### src/rtl/pipe_ctrl_pkg.sv
// Shared types and defaults for the pipeline stall/flush controller.
// Holds the sequencer state encoding and the named stage indices.
package pipe_ctrl_pkg;

    localparam int DEF_NSTAGE = 5;
    localparam int DEF_PC_W   = 32;

    typedef enum logic [1:0] {
        IDLE     = 2'd0,
        FLUSH    = 2'd1,
        REDIRECT = 2'd2
    } state_t;

    typedef enum int {
        STG_PC  = 0,
        STG_ID  = 1,
        STG_EX  = 2,
        STG_MEM = 3,
        STG_WB  = 4
    } stage_t;

endpackage

### src/rtl/pipe_ctrl_prio.sv
// Combinational stall priority: a request from stage i holds stage i and
// every stage upstream of it; the bubble vector marks the stage just past the boundary.
module pipe_ctrl_prio #(
    parameter int NSTAGE = 5
) (
    input  logic [NSTAGE-1:0] streq,
    output logic [NSTAGE-1:0] prio,
    output logic [NSTAGE-1:0] bubble
);

    always_comb begin
        logic acc;
        acc    = 1'b0;
        prio   = '0;
        bubble = '0;
        // Sweep from writeback toward fetch so each stage sees every downstream request.
        for (int i = NSTAGE - 1; i >= 0; i--) begin
            acc     = acc | streq[i];
            prio[i] = acc;
        end
        for (int i = 1; i < NSTAGE; i++) begin
            bubble[i] = prio[i-1] & ~prio[i];
        end
    end

endmodule

### src/rtl/pipe_ctrl_seq.sv
// Parametrised stall/flush controller with a sequenced exception/redirect path.
// Optional saturating performance counters are enabled by defining PIPE_CTRL_PERF_EN.
module pipe_ctrl_seq
    import pipe_ctrl_pkg::*;
#(
    parameter int NSTAGE     = DEF_NSTAGE,
    parameter int FLUSH_HOLD = 1,
    parameter int PC_W       = DEF_PC_W,
    parameter int CNT_W      = 32
) (
    input  logic              clk,
    input  logic              rst,
    input  logic [NSTAGE-1:0] streq_i,
    input  logic              exc_flag_i,
    input  logic [PC_W-1:0]   exc_pc_i,
    input  logic              redirect_ack_i,
    output logic [NSTAGE-1:0] stall_o,
    output logic [NSTAGE-1:0] flush_o,
    output logic              redirect_valid_o,
    output logic [PC_W-1:0]   redirect_pc_o,
    output logic              busy_o,
    output logic [CNT_W-1:0]  perf_stall_o,
    output logic [CNT_W-1:0]  perf_exc_o
);

    localparam int HOLD_W = (FLUSH_HOLD > 1) ? $clog2(FLUSH_HOLD) : 1;
    localparam logic [HOLD_W-1:0] HOLD_LOAD = HOLD_W'(FLUSH_HOLD - 1);

    state_t            state;
    state_t            state_nxt;
    logic [HOLD_W-1:0] hold_cnt;
    logic [HOLD_W-1:0] hold_nxt;
    logic [NSTAGE-1:0] streq_eff;
    logic [NSTAGE-1:0] prio;
    logic [NSTAGE-1:0] bubble;
    logic              exc;

    // Inputs are masked during reset so the combinational outputs read zero.
    assign streq_eff = rst ? '0 : streq_i;
    assign exc       = exc_flag_i & ~rst;

    pipe_ctrl_prio #(
        .NSTAGE(NSTAGE)
    ) u_prio (
        .streq (streq_eff),
        .prio  (prio),
        .bubble(bubble)
    );

    always_ff @(posedge clk or posedge rst) begin
        if (rst) begin
            state    <= IDLE;
            hold_cnt <= '0;
        end else begin
            state    <= state_nxt;
            hold_cnt <= hold_nxt;
        end
    end

    always_ff @(posedge clk or posedge rst) begin
        if (rst) begin
            redirect_pc_o <= '0;
        end else if (exc) begin
            redirect_pc_o <= exc_pc_i;
        end
    end

    // An exception overrides every state, including a same-cycle redirect ack;
    // the stale redirect is withdrawn that cycle so fetch cannot accept it.
    always_comb begin
        state_nxt           = state;
        hold_nxt            = hold_cnt;
        stall_o             = prio;
        stall_o[NSTAGE-1]   = 1'b0;
        flush_o             = bubble;
        redirect_valid_o    = 1'b0;
        if (exc) begin
            state_nxt = (FLUSH_HOLD > 1) ? FLUSH : REDIRECT;
            hold_nxt  = HOLD_LOAD;
            stall_o   = '0;
            flush_o   = '1;
        end else begin
            case (state)
                IDLE: begin
                end
                FLUSH: begin
                    stall_o = '0;
                    flush_o = '1;
                    if (hold_cnt <= HOLD_W'(1)) begin
                        state_nxt = REDIRECT;
                        hold_nxt  = '0;
                    end else begin
                        hold_nxt  = hold_cnt - HOLD_W'(1);
                    end
                end
                REDIRECT: begin
                    redirect_valid_o = 1'b1;
                    stall_o[STG_PC]  = 1'b1;
                    flush_o[STG_PC]  = 1'b1;
                    if (redirect_ack_i) begin
                        state_nxt = IDLE;
                    end
                end
                default: begin
                    state_nxt = IDLE;
                end
            endcase
        end
    end

    assign busy_o = (state != IDLE);

`ifdef PIPE_CTRL_PERF_EN
    logic [CNT_W-1:0] stall_cnt;
    logic [CNT_W-1:0] exc_cnt;

    // Both counters stick at all-ones until the next reset.
    always_ff @(posedge clk or posedge rst) begin
        if (rst) begin
            stall_cnt <= '0;
            exc_cnt   <= '0;
        end else begin
            if ((|stall_o) && (stall_cnt != '1)) begin
                stall_cnt <= stall_cnt + CNT_W'(1);
            end
            if (exc && (exc_cnt != '1)) begin
                exc_cnt <= exc_cnt + CNT_W'(1);
            end
        end
    end

    assign perf_stall_o = stall_cnt;
    assign perf_exc_o   = exc_cnt;
`else
    assign perf_stall_o = '0;
    assign perf_exc_o   = '0;
`endif

endmodule

### config.mk
export PLATFORM = sky130hd
export DESIGN_NAME = pipe_ctrl_seq
export DESIGN_NICKNAME = d
export VERILOG_FILES = /design/src/rtl/pipe_ctrl_pkg.sv /design/src/rtl/pipe_ctrl_prio.sv /design/src/rtl/pipe_ctrl_seq.sv
export SDC_FILE = /design/constraint.sdc
export NUM_CORES = 1
export LEC_CHECK = 0
export CAP_MARGIN = 10
export CORE_MARGIN = 3
export CORE_UTILIZATION = 30
export CTS_BUF_LIST = sky130_fd_sc_hd__clkbuf_8
export DETAILED_ROUTE_END_ITERATION = 7
export PLACE_DENSITY = 0.72
export SYNTH_ARGS = -nofsm -noshare
export SYNTH_HDL_FRONTEND = slang
export SYNTH_HIERARCHICAL = 1
export SYNTH_SLANG_ARGS = --single-unit
### constraint.sdc
create_clock -name clk -period 2.4 [get_ports clk]
set_clock_uncertainty 0.15 [all_clocks]
set_input_delay 0.48 -clock clk [delete_from_list [all_inputs] [get_ports clk]]
set_output_delay 0.48 -clock clk [all_outputs]
set_load 0.05 [all_outputs]
==> impl_results.md, run 1 <==
* Row count at 29
* H-Tree Depth at 2
* Core area at 6460 µm²
* CTS Buf Count at 5
* Wirelength, routed at 4000 µm
* Net count, final at ~300
* Initial antenna violation count at 0
* Number of global-route vias before repair at roughly 1.2k
* Fmax at 423 MHz
* Worst Setup SP: rst
* CP startpoint kind: primary input
* Global Route Usage Sum at about a tenth
* Setup TNS at 0 ns
* Share of layout cells above drive strength 1 at 25.3%
* Wire length per cell at about 12 µm
* Syn Area/Cell at 12.1 µm²
* Hold WC Path Type: register to register
* Gr ovfl total at 0
* Worst path required time at ~1.8 ns
* Final slew viol count at 0
* Clock Tree Buf Depth at 2
* Post-Synthesis Cells at between 150 and 200
* Port bufs at between 80 and 90
* R2r startpoint: redirect_pc_o[26]
* Ports at around 150
* DRC viols at 0
* Worst VDD drop at approximately 410 µV
* Die area at ~7800 µm²
* Worst setup path class: primary input to output pin
* Multi-input gate area at 916 µm²
* LEAKAGE at 1.41 nW
* Placed cell area at 2760 µm²
* Worst Path Arrival at about 1.7 ns
* Initial Util at a little under a third
* CP Depth at 6
* Reg2reg setup slack at between 1 and 1.5 ns
* Cell Count, Final, Fillers Out at 338
* CTS Root Cell: clkbuf_8
* Reg2Reg Depth at 1
* Hold path start: redirect_pc_o[6]
* Crit path max fanout at 5
* Final Util at 44.9%
* Worst rel slew slack at 65.2%
* Tot Pwr at 2.26 mW
* Final GP Congestion at slightly below 0.7
* Final min period at 2.36 ns
* Clk_lat worst skew at about 0.28 ns
* Min Hold Slack at 0.357 ns
* Worst-Margin Slew at roughly 0.52 ns
* Largest net degree at the start of global routing at 20
* Synthesis Warnings at 6
* Cell breakdown of the critical path: dlygate4sd2_1 > and2b_1 > or3_4 > nor2_2 > or2_4 > buf_12
* 1st-pass router iterations at 4
* Hold path depth at 1
* Via count at about 1.3k
* Hold buffers post-CTS at 0
* Pre-CTS setup slack at -0.228 ns
* Final hold violations at 0
* Finished Cell Area at 2900 µm²
* Cell area power density at 780 nW/µm²
* Final setup violation count at 0
* Inserted Diodes at 0
* Placed Instances at about 330
* CTS tree: built
* Critical Path End Type: output pin
* Final worst path period share at a little over nine tenths
* Clock transition at the registers of the reported paths at approximately 0.070 ns
* Final worst setup slack at 0.0374 ns
* Worst path buffer plus inverter count at 2
* Detail Placement HPWL at around 3200 µm
* Antenna Violating Nets Remaining at 0
* Slowest CP cell: or3_4
* First-pass GRT wire length at slightly below 6000 µm
* RSZ-0062 raised after global routing: true
* Kind of cell adding the most delay to the critical path: simple AND/OR/NAND/NOR gates
* Via density at about 3.7
* Max_cap viols at 0
* 1st-iter DRT viols at 7
* Height of the chip at between 80 and 90 µm
* Cell area after synthesis at 2040 µm²
* Sequential cell area at just over 800 µm²
* Clk sinks at 33
* Syn-to-layout area delta at 42.1%
* Die X at about 88 µm
* Critical path's largest stage delay at around 0.40 ns
* Status: complete, no violations
* Fillers at approximately 630
[registers in the layout (all words and copies together), names as in the netlist]
| register | cells |
|---|---|
| redirect_pc_o | 32 |
| state | 1 |
[metal layers]
metal  track usage (%)  vias up  share of wire (%)
met5                 0        -                  0
met4              3.71        0                1.0
met3              3.17        6                9.2
met2              16.7       83                 49
met1              11.7      575                 41
li1                  -      587                  -
[power breakdown]
part / internal (mW) / switching, mW / total [mW] / leakage (nW)
Sequential: 0.638 / 0.0474 / 0.685 / 0.388
Combinational: 0.359 / 0.686 / 1.05 / 0.961
Clock: 0.334 / 0.198 / 0.532 / 0.0626
[final timing paths]
path	to
min in group asynchronous	redirect_pc_o[10]
hold / removal	redirect_pc_o[6]
hold reg to reg	redirect_pc_o[6]
max in group asynchronous	redirect_pc_o[22]
setup reg to reg	redirect_pc_o[26]
setup / recovery	flush_o[2]
[layout by cell type, fill, tap and decap left out, drive strengths merged]
master and n:
and2b 5, dfrtp 33, mux2 32, dlygate4sd2 5, inv 6, and2 1
nand2b 1, or3 2, a21o 1, clkdlybuf4s50 68, or2 5, nor4 1
nor2b 6, buf 18, bufinv 1, nor2 4, clkbuf 6, conb 66
[final cells by class]
class,instances,share of cell area [%]
inverters,5,0.647
clock inverters,2,1.17
multi-input cells,124,31.6
flip-flops and latches,33,28.5
clock buffers,6,2.85
well taps,77,3.32
repair buffers,91,31.9
[repair_timing]
item,CTS,global route
resized for setup,10,1
setup buffers,1,0
pin swaps,6,0
endpoints found under the setup margin,8,3
Note: power is estimated with default switching activity, not from simulation.
==> inputs of run 2 (changes only) <==
--- a/config.mk
+++ b/config.mk
@@ -10,7 +10,7 @@
 export CORE_UTILIZATION = 30
 export CTS_BUF_LIST = sky130_fd_sc_hd__clkbuf_8
 export DETAILED_ROUTE_END_ITERATION = 7
-export PLACE_DENSITY = 0.72
+export PLACE_DENSITY = 0.74
 export SYNTH_ARGS = -nofsm -noshare
 export SYNTH_HDL_FRONTEND = slang
 export SYNTH_HIERARCHICAL = 1
==> constraint.sdc (replaced) <==
create_clock -name clk -period 2.15 [get_ports clk]
set_clock_uncertainty 0.15 [all_clocks]
set_input_delay 0.43 -clock clk [delete_from_list [all_inputs] [get_ports clk]]
set_output_delay 0.43 -clock clk [all_outputs]
set_load 0.05 [all_outputs]
==> impl_results.md, run 2 (synthesis results as in run 1) <==
* Status: complete, no violations (unchanged)
* Reg2Reg Depth at 1 (unchanged)
* Share of layout cells above drive strength 1 at 27.8% (was 25.3%)
* Final hold violations at 0 (unchanged)
* Worst Path Arrival at 1.53 ns (was 1.73 ns)
* Critical Path End Type: output pin (unchanged)
* P_int at 1.45 mW (was 1.33 mW)
* Net count, final at 300 (was 301)
* Cell area power density at 863 nW/µm² (was 780 nW/µm²)
* Wirelength, routed at 4110 µm (was 4000 µm)
* Placed cell area at 2760 µm² (about the same)
* Initial Util at 31.6% (unchanged)
* Net Switching at 1.05 mW (was 0.931 mW)
* Sw frac at 41.9% (was 41.2%)
* Combinational power share at 46.9% (was 46.2%)
* CP startpoint kind: primary input (unchanged)
* Ports at 149 (unchanged)
* Worst path required time at 1.57 ns (was 1.77 ns)
* Clock transition at the registers of the reported paths at 0.07 ns (about the same)
* Final setup violation count at 0 (unchanged)
* Syn-to-layout area delta at 42.0% (was 42.1%)
* Clock power share at 22.4% (was 23.5%)
* Finished Cell Area at 2900 µm² (about the same)
* Clk_lat worst skew at 0.28 ns (about the same)
* First-pass GRT wire length at 6020 µm (was 5890 µm)
* Regs by FF count: redirect_pc_o (32), state (1) (unchanged)
* H-Tree Depth at 2 (unchanged)
* Core area at 6460 µm² (unchanged)
* Final worst path period share at between 90% and 100%
* Global Route Usage Sum at 10.1% (was 9.87%)
* Clock Tree Buf Depth at 2 (unchanged)
* Antenna Violating Nets Remaining at 0 (unchanged)
* Die area at 7830 µm² (unchanged)
* Final worst setup slack at 0.0450 ns (was 0.0374 ns)
* Detail Placement HPWL at 3160 µm (was 3230 µm)
* Worst rel slew slack at 64.9% (was 65.2%)
* Gr ovfl total at 0 (unchanged)
* Fillers at 605 (was 629)
* Die X at 88.5 µm (unchanged)
* Largest register FFs at 32 (unchanged)
* Final slew viol count at 0 (unchanged)
* Wire length per cell at 12.2 µm (was 11.8 µm)
* Final GP Congestion at 0.782 (was 0.693)
* Port bufs at 83 (unchanged)
* Crit path max fanout at 3 (was 5)
* Hold WC Path Type: primary input to asynchronous set/reset pin (was register to register)
* Highest-count cells in the layout ignoring fill and taps: 67 x clkdlybuf4s50_1, 66 x conb_1, 33 x dfrtp_1 (was 68 x clkdlybuf4s50_1, 66 x conb_1, 33 x dfrtp_1)
* CTS Buf Count at 5 (unchanged)
* CTS tree: built (unchanged)
* RSZ-0062 raised after global routing: true (unchanged)
* DRC viols at 0 (unchanged)
* R2r startpoint: redirect_pc_o[31] (was redirect_pc_o[26])
* Tot Pwr at 2.50 mW (was 2.26 mW)
* Row count at 29 (unchanged)
* Final min period at approximately 2.1 ns
* Initial antenna violation count at 0 (unchanged)
* Commonest non-fill, non-tap cell in the layout: clkdlybuf4s50_1 (unchanged)
* Number of global-route vias before repair at 1269 (was 1197)
* 1st-pass router iterations at 2 (was 4)
* Via count at 1259 (was 1251)
* Worst-Margin Slew at 0.525 ns (was 0.520 ns)
* Pre-CTS setup slack at -0.423 ns (was -0.228 ns)
* Via density at 3.75 (was 3.70)
* 1st-iter DRT viols at 25 (was 7)
* Largest reg by FF count: redirect_pc_o (unchanged)
* Max_cap viols at 0 (unchanged)
* Fmax at 475 MHz
* Worst VDD drop at 365 µV (was 409 µV)
* Hold buffers post-CTS at 0 (unchanged)
* Worst setup path class: primary input to output pin (unchanged)
* Reg2reg setup slack at 1.22 ns (was 1.46 ns)
* Largest net degree at the start of global routing at 34 (was 20)
* Reg-to-reg endpoint: redirect_pc_o[31] (was redirect_pc_o[26])
* Height of the chip at 88.5 µm (unchanged)
* CTS Root Cell: clkbuf_8 (unchanged)
* Reg power frac at 30.7% (was 30.3%)
* LEAKAGE at 1.40 nW (was 1.41 nW)
* Clk sinks at 33 (unchanged)
* Final Util at 44.9% (about the same)
* Inserted Diodes at 0 (unchanged)
[run 2: repair_timing]
item / 4_1_cts / 5_1_grt
endpoints found under the setup margin: 10 / 7
pin swaps: 6 / 4
setup buffers: 0 / 2
gates resized for setup: 21 / 6
[run 2: layer usage]
metal	share of wire [%]	global-route usage, %	up-vias
met5	0	0	-
met4	0.75	2.88	0
met3	9.4	4.10	5
met2	52	17.3	81
met1	38	11.8	593
li1	-	-	580
[run 2: cell type report]
class                      count  area, µm²  area share (%)
inverter                       5       18.8           0.648
clock inverter                 2       35.0            1.21
sequential                    33        826            28.5
multi-input combinational    124        920            31.7
clock buffer                   5       68.8            2.37
timing repair buffer          90        933            32.2
tap                           77       96.3            3.32
[run 2: worst max path at each step]
stage               start               end  slack (ns)  cells after the start
6_report       streq_i[2]        flush_o[2]        0.04                      6
5_1_grt               rst        stall_o[0]       -0.02                      7
4_1_cts        streq_i[3]        flush_o[2]       0.009                      6
3_5_place_dp          rst        stall_o[0]       -0.42                      7
3_3_place_gp          rst        stall_o[0]       -0.39                      7
2_1_floorplan  exc_flag_i  redirect_valid_o        0.04                      4
[run 2: worst max-delay path, stage by stage]
cell             delay (ns)
clkdlybuf4s15_1        0.15
and2b_2                0.22
or3_4                  0.40
nor2_2                 0.08
or2_4                  0.12
buf_12                 0.13
[run 2: stage by stage]
| step | hold WS (ns) | instances | TNS [ns] |
|---|---|---|---|
| 6_report | 0.222 | 336 | 0 |
| 5_1_grt | 0.263 | 336 | -0.0272 |
| 4_1_cts | 0.263 | 334 | 0 |
| 3_5_place_dp | 0.342 | 327 | -4.95 |
| 3_3_place_gp | 0.340 | 327 | -4.87 |
| 2_1_floorplan | 0.409 | 233 | 0 |
[run 2: power groups by stage]
stage / registers (mW) / clock network [mW] / logic (mW)
floorplan: 1.09 / 0 / 0.596
global placement: 0.773 / 0 / 1.16
detailed placement: 0.775 / 0 / 1.17
CTS: 0.770 / 0.587 / 1.18
global route: 0.779 / 0.608 / 1.22
finish: 0.768 / 0.560 / 1.17
==> inputs of run 3 (changes only) <==
--- a/config.mk
+++ b/config.mk
@@ -10,6 +10,7 @@
 export CORE_UTILIZATION = 30
 export CTS_BUF_LIST = sky130_fd_sc_hd__clkbuf_8
 export DETAILED_ROUTE_END_ITERATION = 7
+export GPL_ROUTABILITY_DRIVEN = 0
 export PLACE_DENSITY = 0.74
 export SYNTH_ARGS = -nofsm -noshare
 export SYNTH_HDL_FRONTEND = slang
==> results of run 3 <==
The final DEF is identical to that of run 2; final timing and power are the same.
